--- config.mk ---
export PLATFORM = sky130hd
export DESIGN_NAME = alu_mul_seq
export DESIGN_NICKNAME = d
export VERILOG_FILES = /design/src/rtl/alu_seq_pkg.sv /design/src/rtl/alu_mul_seq_fsm.sv /design/src/rtl/alu_mul_seq.sv
export SDC_FILE = /design/constraint.sdc
export NUM_CORES = 1
export LEC_CHECK = 0
export ABC_CLOCK_PERIOD_IN_PS = 5400
export BUFFER_PORTS_ARGS = -buffer_cell sky130_fd_sc_hd__buf_4
export CAP_MARGIN = 5
export CORE_AREA = 2 2 100 102
export DETAILED_ROUTE_END_ITERATION = 12
export DIE_AREA = 0 0 102 104
export MAX_ROUTING_LAYER = met4
export PLACE_DENSITY_LB_ADDON = 0.15
export SETUP_SLACK_MARGIN = 0.2
export SLEW_MARGIN = 20
export SYNTH_ARGS = -nofsm -noshare
export SYNTH_HDL_FRONTEND = slang
export SYNTH_SLANG_ARGS = --single-unit
--- constraint.sdc ---
create_clock -name clk -period 5.4 [get_ports clk]
set_input_delay 1.62 -clock clk [delete_from_list [all_inputs] [get_ports clk]]
set_output_delay 1.62 -clock clk [all_outputs]
set_load 0.01 [all_outputs]
--- src/rtl/alu_seq_pkg.sv ---
// Shared types and constants for the ALU-borrowing multiply sequencer.
// Holds the sequencer state enum, the ALU opcodes it issues and the iteration count.
package alu_seq_pkg;

  typedef enum logic [2:0] {
    StIdle = 3'd0,
    StAdd  = 3'd1,
    StShl  = 3'd2,
    StShr  = 3'd3,
    StDone = 3'd4
  } mul_state_e;

  localparam logic [2:0] ALU_OP_ADD = 3'b100;
  localparam logic [2:0] ALU_OP_SLL = 3'b001;
  localparam logic [2:0] ALU_OP_SRL = 3'b011;

  localparam int unsigned MUL_ITERS = 16;

  // Shifts always move by one bit; the count rides on alu_b[3:0].
  localparam logic [15:0] SHIFT_BY_ONE = 16'd1;

endpackage

--- src/rtl/alu_mul_seq_fsm.sv ---
// Control FSM for alu_mul_seq: state register, next-state logic and iteration counter.
// ALU_MUL_EARLY_TERM_EN: finish as soon as the shifted multiplier reads zero on alu_z.
module alu_mul_seq_fsm
  import alu_seq_pkg::*;
(
  input  logic       clk,
  input  logic       rst_n,
  input  logic       start,
  input  logic       alu_z,
  output mul_state_e state,
  output logic [4:0] cnt,
  output logic       accept,
  output logic       finish,
  output logic       ready,
  output logic       done,
  output logic       alu_own
);

  mul_state_e state_q, state_d;
  logic [4:0] cnt_q, cnt_d;
  logic       last_iter;

`ifdef ALU_MUL_EARLY_TERM_EN
  // alu_z reflects the multiplier after this shift; zero means no bits left to add.
  assign last_iter = (cnt_q == 5'(MUL_ITERS - 1)) || alu_z;
`else
  logic unused_alu_z;
  assign unused_alu_z = alu_z;
  assign last_iter    = (cnt_q == 5'(MUL_ITERS - 1));
`endif

  always_ff @(posedge clk or negedge rst_n) begin
    if (!rst_n) begin
      state_q <= StIdle;
      cnt_q   <= 5'd0;
    end else begin
      state_q <= state_d;
      cnt_q   <= cnt_d;
    end
  end

  always_comb begin
    state_d = state_q;
    cnt_d   = cnt_q;
    accept  = 1'b0;
    finish  = 1'b0;
    unique case (state_q)
      StIdle: begin
        if (start) begin
          accept  = 1'b1;
          cnt_d   = 5'd0;
          state_d = StAdd;
        end
      end
      StAdd: state_d = StShl;
      StShl: state_d = StShr;
      StShr: begin
        cnt_d = cnt_q + 5'd1;
        if (last_iter) begin
          finish  = 1'b1;
          state_d = StDone;
        end else begin
          state_d = StAdd;
        end
      end
      StDone:  state_d = StIdle;
      default: state_d = StIdle;
    endcase
  end

  always_comb begin
    ready   = 1'b0;
    done    = 1'b0;
    alu_own = 1'b0;
    unique case (state_q)
      StIdle:              ready   = 1'b1;
      StAdd, StShl, StShr: alu_own = 1'b1;
      StDone:              done    = 1'b1;
      default:             ready   = 1'b0;
    endcase
  end

  assign state = state_q;
  assign cnt   = cnt_q;

endmodule

--- src/rtl/alu_mul_seq.sv ---
// Iterative 16x16->16 unsigned multiplier that borrows the shared ALU for every add and shift.
// ALU_MUL_EARLY_TERM_EN (see alu_mul_seq_fsm) enables early completion on a zero multiplier.
module alu_mul_seq
  import alu_seq_pkg::*;
(
  input  logic        clk,
  input  logic        rst_n,
  input  logic        start,
  input  logic [15:0] op_a,
  input  logic [15:0] op_b,
  output logic        ready,
  output logic        done,
  output logic [15:0] result,
  output logic        alu_own,
  output logic [15:0] alu_a,
  output logic [15:0] alu_b,
  output logic [2:0]  alu_op,
  output logic        alu_cin,
  output logic        alu_inva,
  output logic        alu_invb,
  output logic        alu_sign,
  input  logic [15:0] alu_out,
  input  logic        alu_z
);

  mul_state_e state;
  logic [4:0] cnt;
  logic       accept;
  logic       finish;

  logic [15:0] prod_q, prod_d;
  logic [15:0] mcand_q, mcand_d;
  logic [15:0] mplier_q, mplier_d;
  logic [15:0] result_q, result_d;

  alu_mul_seq_fsm u_fsm (
    .clk     (clk),
    .rst_n   (rst_n),
    .start   (start),
    .alu_z   (alu_z),
    .state   (state),
    .cnt     (cnt),
    .accept  (accept),
    .finish  (finish),
    .ready   (ready),
    .done    (done),
    .alu_own (alu_own)
  );

  // Iteration count is only needed inside the FSM for termination.
  logic [4:0] unused_cnt;
  assign unused_cnt = cnt;

  always_comb begin
    prod_d   = prod_q;
    mcand_d  = mcand_q;
    mplier_d = mplier_q;
    result_d = result_q;
    if (accept) begin
      prod_d   = 16'd0;
      mcand_d  = op_a;
      mplier_d = op_b;
    end
    unique case (state)
      StAdd: prod_d   = alu_out;
      StShl: mcand_d  = alu_out;
      StShr: mplier_d = alu_out;
      default: ;
    endcase
    // prod is final once the last SHR is issued; capture it on the way into DONE.
    if (finish) begin
      result_d = prod_q;
    end
  end

  always_ff @(posedge clk or negedge rst_n) begin
    if (!rst_n) begin
      prod_q   <= 16'd0;
      mcand_q  <= 16'd0;
      mplier_q <= 16'd0;
      result_q <= 16'd0;
    end else begin
      prod_q   <= prod_d;
      mcand_q  <= mcand_d;
      mplier_q <= mplier_d;
      result_q <= result_d;
    end
  end

  // ALU drive is decoded from state and registers only, so nothing combinational leaks out.
  always_comb begin
    alu_a  = 16'd0;
    alu_b  = 16'd0;
    alu_op = 3'b000;
    unique case (state)
      StAdd: begin
        alu_a  = prod_q;
        alu_b  = mplier_q[0] ? mcand_q : 16'd0;
        alu_op = ALU_OP_ADD;
      end
      StShl: begin
        alu_a  = mcand_q;
        alu_b  = SHIFT_BY_ONE;
        alu_op = ALU_OP_SLL;
      end
      StShr: begin
        alu_a  = mplier_q;
        alu_b  = SHIFT_BY_ONE;
        alu_op = ALU_OP_SRL;
      end
      default: ;
    endcase
  end

  assign result   = result_q;
  assign alu_cin  = 1'b0;
  assign alu_inva = 1'b0;
  assign alu_invb = 1'b0;
  assign alu_sign = 1'b0;

endmodule

# --- Word-level counts from Yosys, hierarchy flattened ---
# Cells that the tools add are included.
word_totals:
  in_bits: 52
  ff_bits: 72
  output_inout_bits: 58
op_classes:
  mux: 22
  eq_ne: 6
  reduce_logical: 8
  addsub: 1
ops:
  columns: ["op", "count"]
  rows:
  - ["two-way mux 16 bit", 7]
  - ["case mux 16 bit (3 select lines)", 1]
  - ["case mux 16 bit (2 select lines)", 1]
  - ["case mux 3 bit (4 select lines)", 1]
  - ["case mux 5 bit (2 select lines)", 1]
  - ["case mux 3 bit (3 select lines)", 1]
  - ["nonzero test 2 bit", 4]
  - ["two-way mux 1 bit", 7]
  - ["equality test 3 x 2 -> 1 bit, second input constant", 2]
  - ["two-way mux 3 bit", 2]
  - ["adder 5 x 1 -> 5 bit, second input constant", 1]
  - ["equality test 5 x 4 -> 1 bit, second input constant", 1]
  - ["two-way mux 5 bit", 1]
  - ["equality test 3 x 1 -> 1 bit, second input constant", 1]
  - ["equality test 3 bit, second input constant", 1]
  - ["logical NOT 3 bit", 1]
  - ["OR reduction 3 bit", 1]
  - ["inequality test 2 bit, second input constant", 1]
  - ["AND reduction 2 bit", 1]
  - ["OR reduction 2 bit", 1]

# --- Logic depth before layout (Yosys ltp) ---
# Gate-level depths: netlist (run 1).
logic_depth:
  ltp_word: 4
  ltp_mapped: 7
  ltp_nobuf: 6

# --- Modules after synthesis ---
# A second synthesis (run 1) with hierarchy kept.
hier_totals:
  hier_cells: 323
  hier_area_um2: 3952.5
modules_own_cells:
  columns: ["mod", "area_per_inst_um2", "n_inst", "seq_area_each_um2", "cells_each"]
  rows:
  - ["alu_mul_seq", 3488.3, 1, 1601.5, 275]
  - ["alu_mul_seq_fsm", 464.2, 1, 200.2, 48]

# --- Least setup slack after synthesis (run 1) ---
# Ideal clock, no wire load.
synth_timing:
  path_type: "reg2out"
  startpoint: "reg u_fsm.state_q[2], in the netlist u_fsm.state[2]"
  endpoint: "out alu_b[10]"
  path_buffers: 2
  setup_slack_ns: 2.451
  stages_incl_launch_ff: 5
  t_arrival_ns: 1.329
  required_ns: 3.780
  cell_sequence: "dfrtp_1 buf_6 nor3b_4 clkbuf_1 and3_1"
synth_via:
  elab_chain_len: 3
  elab_cells_between_ends: 5
synth_lines:
  columns: ["element", "line", "rtl"]
  rows:
  - ["start, declared", "alu_mul_seq_fsm.sv:19", "mul_state_e state_q, state_d;"]
  - ["start signal, assigned", "alu_mul_seq_fsm.sv:34", "state_q <= StIdle;"]
  - ["start signal, assigned", "alu_mul_seq_fsm.sv:37", "state_q <= state_d;"]
  - ["equality test 3 x 2 -> 1 bit", "alu_mul_seq.sv:95", "unique case (state)"]
  - ["OR reduction 2 bit (no line)", null, null]
  - ["case mux 16 bit (2 select lines) (*)", "alu_mul_seq.sv:95", null]
  - ["end, declared", "alu_mul_seq.sv:16", "output logic [15:0] alu_b,"]
# Mark *: on every way between the ends. The rest lies on a longest branch, timed or not.

# --- Worst setup path after layout (run 1) ---
layout_timing:
  startpoint: "reg u_fsm.state_q[1], in the netlist u_fsm.state[1]"
  endpoint: "out alu_b[12]"
# The elaborated chain is that of the path after synthesis.

==> results of run 1 <==
cell usage after synthesis, types with 2 or more instances:
cell type	count	area [um^2]
o21ai_1	13	65.06
buf_4	6	45.04
clkbuf_1	12	45.04
nor3b_1	2	15.01
mux2i_1	34	340.3
nor2_1	35	131.4
inv_1	3	11.26
mux2_1	4	45.04
nand2_1	18	67.56
mux2_2	30	337.8
a21oi_1	17	85.08
nor2b_1	2	12.51
buf_12	2	40.04
a22o_1	17	148.9
and3_1	17	106.4
buf_6	4	45.04
o21ai_0	3	15.01
ha_1	2	25.02
dfrtp_1	72	1802
buf_2	8	40.04
a22oi_1	16	120.1
through the flow:
step	hold WS [ps]	utilization	std cells	worst slack, ps	total power [mW]
2_1_floorplan	455.9	-	335	2451	1.834
3_3_place_gp	471.4	0.4691	545	1816	2.319
4_1_cts	503.4	0.4879	561	1418	2.774
5_1_grt	520.4	0.4879	561	1277	2.957
6_report	498.1	0.4879	561	1418	2.752
3_5_place_dp	482.0	0.4691	545	1800	2.349
per-layer routing:
| layer | track usage | wire length [um] | share of wire |
|---|---|---|---|
| met5 | - | 0 | 0 |
| met4 | 0.06381 | 88 | 0.0086 |
| met3 | 0.03293 | 592 | 0.058 |
| met2 | 0.3040 | 4806 | 0.47 |
| met1 | 0.2910 | 4724 | 0.46 |
placed cells by master (no fill, tap or decap), types with 2 or more instances in the layout:
| cell type | count |
|---|---|
| inv_1 | 3 |
| mux2_1 | 4 |
| clkbuf_1 | 3 |
| mux2i_1 | 34 |
| clkinv_2 | 3 |
| and3_1 | 17 |
| ha_1 | 2 |
| clkbuf_8 | 9 |
| nor2_1 | 35 |
| nand2_1 | 18 |
| dfrtp_1 | 72 |
| o21ai_0 | 3 |
| a22oi_1 | 16 |
| o21ai_1 | 13 |
| a22o_1 | 17 |
| conb_1 | 4 |
| nor3b_1 | 2 |
| a21oi_1 | 17 |
| mux2_2 | 30 |
| buf_4 | 110 |
registers in the layout (all words and copies together) (netlist names):
| name | count |
|---|---|
| u_fsm.state | 3 |
| mplier_q | 16 |
| prod_q | 16 |
| mcand_q | 16 |
| result | 16 |
| u_fsm.cnt | 5 |
layout make-up:
type,count,area [um^2]
clock buffer,12,135.1
clock inverter,4,45.04
fill,932,4890
inverter,3,11.26
multi-input combinational,227,1674
sequential,72,1802
tap,133,166.4
timing repair buffer,110,825.8
worst max-delay path by stage:
stage	start	slack [ps]	depth (start not counted)	end
after detailed placement	u_fsm.state[1]	1800	4	alu_b[12]
after global placement	u_fsm.state[1]	1820	4	alu_b[11]
after floorplan	u_fsm.state[2]	2450	4	alu_b[10]
after global routing	u_fsm.state[1]	1280	4	alu_b[12]
final	u_fsm.state[1]	1420	4	alu_b[12]
after CTS	u_fsm.state[1]	1420	4	alu_b[12]
cell families (layout without fill, tap and decap cells):
| family | Yosys count | in the layout |
|---|---|---|
| xor+xnor | 1 | 1 |
| buf+inv | 36 | 129 |
| other cells | 1 | 4 |
| flops | 72 | 72 |
| fa+ha+maj | 2 | 2 |
| mux | 68 | 68 |
| compound gates | 69 | 69 |
| simple gates | 83 | 83 |
report_power, final:
group          leakage (nW)  switching [mW]  internal [mW]
combinational          1.28           0.721          0.670
sequential            0.898           0.182          0.762
clock                0.0941           0.205          0.212
total                  2.27            1.11           1.64
==> impl_metrics.py, run 1 <==
metrics = {
    "synth": {
        "ys_ff_latch": 72,
        "yosysWarnings": 0,
        "postSynthAreaPerCell_um2": 11.16,
        "synth_compound_area_frac": 0.1240,
        "synth_edf_count": 0,
        "ys_async_sr_fraction": 1.000,
        "yosys.area_share.xor_xnor": 0.002365,
        "yosysUniqueCellTypes": 36,
        "synthFlopType": "dfrtp_1",
        "ys_seq_area_frac": 0.4865,
        "yosys.area_share.simple": 0.1189,
        "syn-cell-area_um2": 3704,
        "synthMuxAreaShare": 0.1953,
        "synth_top_family_by_area": "multiplexers",
        "synthCells": 332,
        "yosys.area_share.adder": 0.006757,
    },
    "setup_path": {
        "cp_top_family": "simple AND/OR/NAND/NOR gates",
        "path_buf_inv": 2,
        "end_kind": "output pin",
        "worstPathRequired_ps": 3780,
        "regToRegSetupSlack_ps": 3090,
        "cpMaxStageDelayCell": "nor3b_4",
        "cp_cell_sequence": "nor3b_4, buf_4, and3_1, buf_4",
        "path_common_cell": "buf_4",
        "crit_arrival_ps": 2360,
        "critPathMaxFanout": 19,
        "start_kind": "flip-flop",
        "critPathMaxStageDelay_ps": 760,
        "reg2reg_depth": 5,
        "reg2reg_to": "u_fsm.cnt[0]",
        "worstSetupPathType": "flip-flop to output pin",
        "rr_startpoint": "u_fsm.state[1]",
    },
    "final_layout": {
        "syn_to_final_growth_pct": 25.81,
        "num_antenna_cells": 0,
        "drive_above_1_share": 0.3785,
        "design_area_um2": 4659,
        "nets": 477,
    },
    "placed_design": {
        "hpwl_mm": 6.246,
        "portBuffers": 104,
        "gp_congestion": 0.7775,
        "dpl_cell_area_um2": 4479,
    },
    "die": {
        "die_y_um": 104,
        "die-area_um2": 10610,
        "core-area_um2": 9549,
        "fp.dieW_um": 102,
        "start_util": 0.3878,
        "rows": 36,
        "io_pins": 110,
    },
    "timing": {
        "fin_crit_ps": 3982,
        "slew_viol_final": 0,
        "finalSetupViolations": 0,
        "worst_pin_slew_ps": 952.7,
        "rsz0062_at_grt": "no",
        "finalHoldViolCount": 0,
        "clock_skew_ps": 7.782,
        "period_share": 0.7374,
        "slew_headroom": 0.3649,
        "fin_setup_tns_ps": 0,
        "max_freq_mhz": 251.1,
    },
    "worst_hold_path": {
        "hold_class": "flip-flop to flip-flop",
        "hold_path_depth": 1,
        "hold_end": "result[7]",
        "min_from": "result[7]",
    },
    "power_and_ir_drop": {
        "cellPowerDensity_nw_per_um2": 590.6,
        "leakagePower_nw": 2.275,
        "peakVddDrop_mv": 0.2753,
    },
    "clocking": {
        "ctsHoldBuffers": 0,
        "cts_resized": 0,
        "clock_path_buffers": 2,
        "root_buffer": "clkbuf_8",
        "clk_pin_slew_worst_paths_ps": 70,
        "clock_sinks": 72,
        "clk_latency_ps": 340,
        "post_cts.repair.setup_buffers": 0,
        "cts_tree": "yes",
        "cts_buffers": 9,
        "htreeDepth": 3,
    },
    "global_routing": {
        "track_usage": 0.2058,
        "antenna_found_initial": 0,
        "grt_pass1_vias": 2989,
        "grt_pass1_wl_mm": 16.29,
        "grt_overflow": 0,
        "grt_max_degree": 73,
    },
    "route": {
        "wl_per_cell_um": 18.20,
        "via_per_inst": 5.209,
        "routed_wl_mm": 10.21,
        "vias": 2922,
        "ant_nets": 0,
        "drtIter0Drc": 186,
        "firstDrtPassIters": 4,
        "drcViolationCount": 0,
    },
    "run": {
        "drv_cap": 0,
    },
    "outcome": {
        "run_status": "completed",
    },
}
Power figures use the tool's default switching activity.
==> run 2: changes to the inputs <==
--- a/config.mk
+++ b/config.mk
@@ -5,7 +5,7 @@
 export SDC_FILE = /design/constraint.sdc
 export NUM_CORES = 1
 export LEC_CHECK = 0
-export ABC_CLOCK_PERIOD_IN_PS = 5400
+export ABC_CLOCK_PERIOD_IN_PS = 3200
 export BUFFER_PORTS_ARGS = -buffer_cell sky130_fd_sc_hd__buf_4
 export CAP_MARGIN = 5
 export CORE_AREA = 2 2 100 102
==> constraint.sdc (replaced) <==
create_clock -name clk -period 3.2 [get_ports clk]
set_input_delay 0.96 -clock clk [delete_from_list [all_inputs] [get_ports clk]]
set_output_delay 0.96 -clock clk [all_outputs]
set_load 0.01 [all_outputs]
==> impl_metrics.py, run 2 (same netlist as run 1, synthesis figures left out) <==
metrics = {
    "final_layout": {
        "final_cell_mix": "buf_4, dfrtp_1, nor2_1, mux2i_1, mux2_2",
        "syn_to_final_growth_pct": 27.77,
        "final_cells": 565,
        "design_area_um2": 4732,
        "drive_above_1_share": 0.3935,
        "nets": 482,
        "nFillCells": 937,
        "layout_commonest_cell": "buf_4",
        "multi_input_area_um2": 1679,
        "seq_area_um2": 1803,
        "post-route-util": 0.4955,
        "num_antenna_cells": 0,
    },
    "clocking": {
        "clk_latency_ps": 340,
        "cts_buffers": 9,
        "clock_path_buffers": 2,
        "cts_resized": 1,
        "htreeDepth": 3,
        "cts_tree": "yes",
        "ctsHoldBuffers": 0,
        "post_cts.repair.setup_buffers": 0,
        "root_buffer": "clkbuf_8",
        "clock_sinks": 72,
        "clk_pin_slew_worst_paths_ps": 70,
    },
    "power_and_ir_drop": {
        "total_power_mw": 4.731,
        "leakagePower_nw": 2.310,
        "peakVddDrop_mv": 0.4025,
        "cellPowerDensity_nw_per_um2": 999.8,
    },
    "timing": {
        "slew_headroom": 0.3864,
        "max_freq_mhz": 354.6,
        "period_share": 0.8813,
        "fin_crit_ps": 2820,
        "worst_pin_slew_ps": 920.4,
        "clock_skew_ps": 8.321,
        "whs_ps": 487.4,
        "finalSetupViolations": 0,
        "setup_slack_ps": 380.0,
        "fin_setup_tns_ps": 0,
        "rsz0062_at_grt": "no",
        "slew_viol_final": 0,
        "finalHoldViolCount": 0,
    },
    "die": {
        "io_pins": 110,
        "die_y_um": 104,
        "core-area_um2": 9549,
        "fp.dieW_um": 102,
        "start_util": 0.3878,
        "die-area_um2": 10610,
        "rows": 36,
    },
    "route": {
        "wl_per_cell_um": 17.37,
        "routed_wl_mm": 9.812,
        "firstDrtPassIters": 5,
        "vias": 2853,
        "via_per_inst": 5.050,
        "drcViolationCount": 0,
        "ant_nets": 0,
        "drtIter0Drc": 154,
    },
    "global_routing": {
        "grt_pass1_wl_mm": 16.08,
        "grt_max_degree": 73,
        "grt_overflow": 0,
        "grt_pass1_vias": 3015,
        "track_usage": 0.2021,
        "antenna_found_initial": 0,
    },
    "setup_path": {
        "path_common_cell": "buf_4",
        "critPathMaxFanout": 11,
        "end_kind": "output pin",
        "critPathMaxStageDelay_ps": 500,
        "worstSetupPathType": "flip-flop to output pin",
        "cpMaxStageDelayCell": "dfrtp_2",
        "worstPathRequired_ps": 2240,
        "crit_arrival_ps": 1860,
        "start_kind": "flip-flop",
        "cp_cell_sequence": "buf_4, mux2_2, a22oi_1, nor2_1, buf_4",
    },
    "outcome": {
        "run_status": "completed",
    },
    "placed_design": {
        "gp_congestion": 0.7619,
        "place_inst": 550,
        "dpl_cell_area_um2": 4517,
        "preCtsSetupSlack_ps": 592.3,
        "hpwl_mm": 6.379,
        "portBuffers": 104,
    },
    "run": {
        "drv_cap": 0,
    },
    "worst_hold_path": {
        "hold_class": "flip-flop to flip-flop",
    },
}
[run 2: metal layers]
metal,vias to the layer above,wire (um),track usage
li1,1363,-,-
met1,1401,4705,0.2913
met2,84,4564,0.2899
met3,5,486,0.03696
met4,0,56,0.06190
met5,-,0,-
[run 2: where the power goes]
part	switching [mW]	total [mW]	internal, mW
Combinational	1.18	2.35	1.17
Sequential	0.313	1.60	1.29
Clock	0.345	0.777	0.432
Total	1.84	4.73	2.89
[run 2: path summary, 6_finish.rpt]
| kind | from | end | slack [ps] | cells after the start |
|---|---|---|---|---|
| max | u_fsm.state[0] | alu_a[2] | 380 | 5 |
| min | u_fsm.cnt[2] | u_fsm.cnt[2] | 490 | 1 |
| max reg2reg | u_fsm.state[1] | u_fsm.cnt[0] | 1030 | 6 |
| min reg2reg | u_fsm.cnt[2] | u_fsm.cnt[2] | 490 | 1 |
| max in group asynchronous | rst_n | u_fsm.state[0] | 1810 | 1 |
| min in group asynchronous | rst_n | mplier_q[12] | 740 | 1 |
[run 2: cell type report]
cell class | count | share of cell area
Tap cell | 133 | 0.03517
Clock buffer | 9 | 0.02618
Inverter | 3 | 0.002380
Sequential cell | 72 | 0.3810
Clock inverter | 6 | 0.01798
Multi-Input combinational cell | 227 | 0.3548
Timing Repair Buffer | 115 | 0.1824
[run 2: worst max-delay path, delay by kind of cell, from the launching register on]
| kind | cells | cell delay (ps) |
|---|---|---|
| buffers and inverters | 2 | 440 |
| and+or+nand+nor | 1 | 60 |
| AOI/OAI and AO/OA | 1 | 150 |
| muxes | 1 | 360 |
| DFF | 1 | 500 |
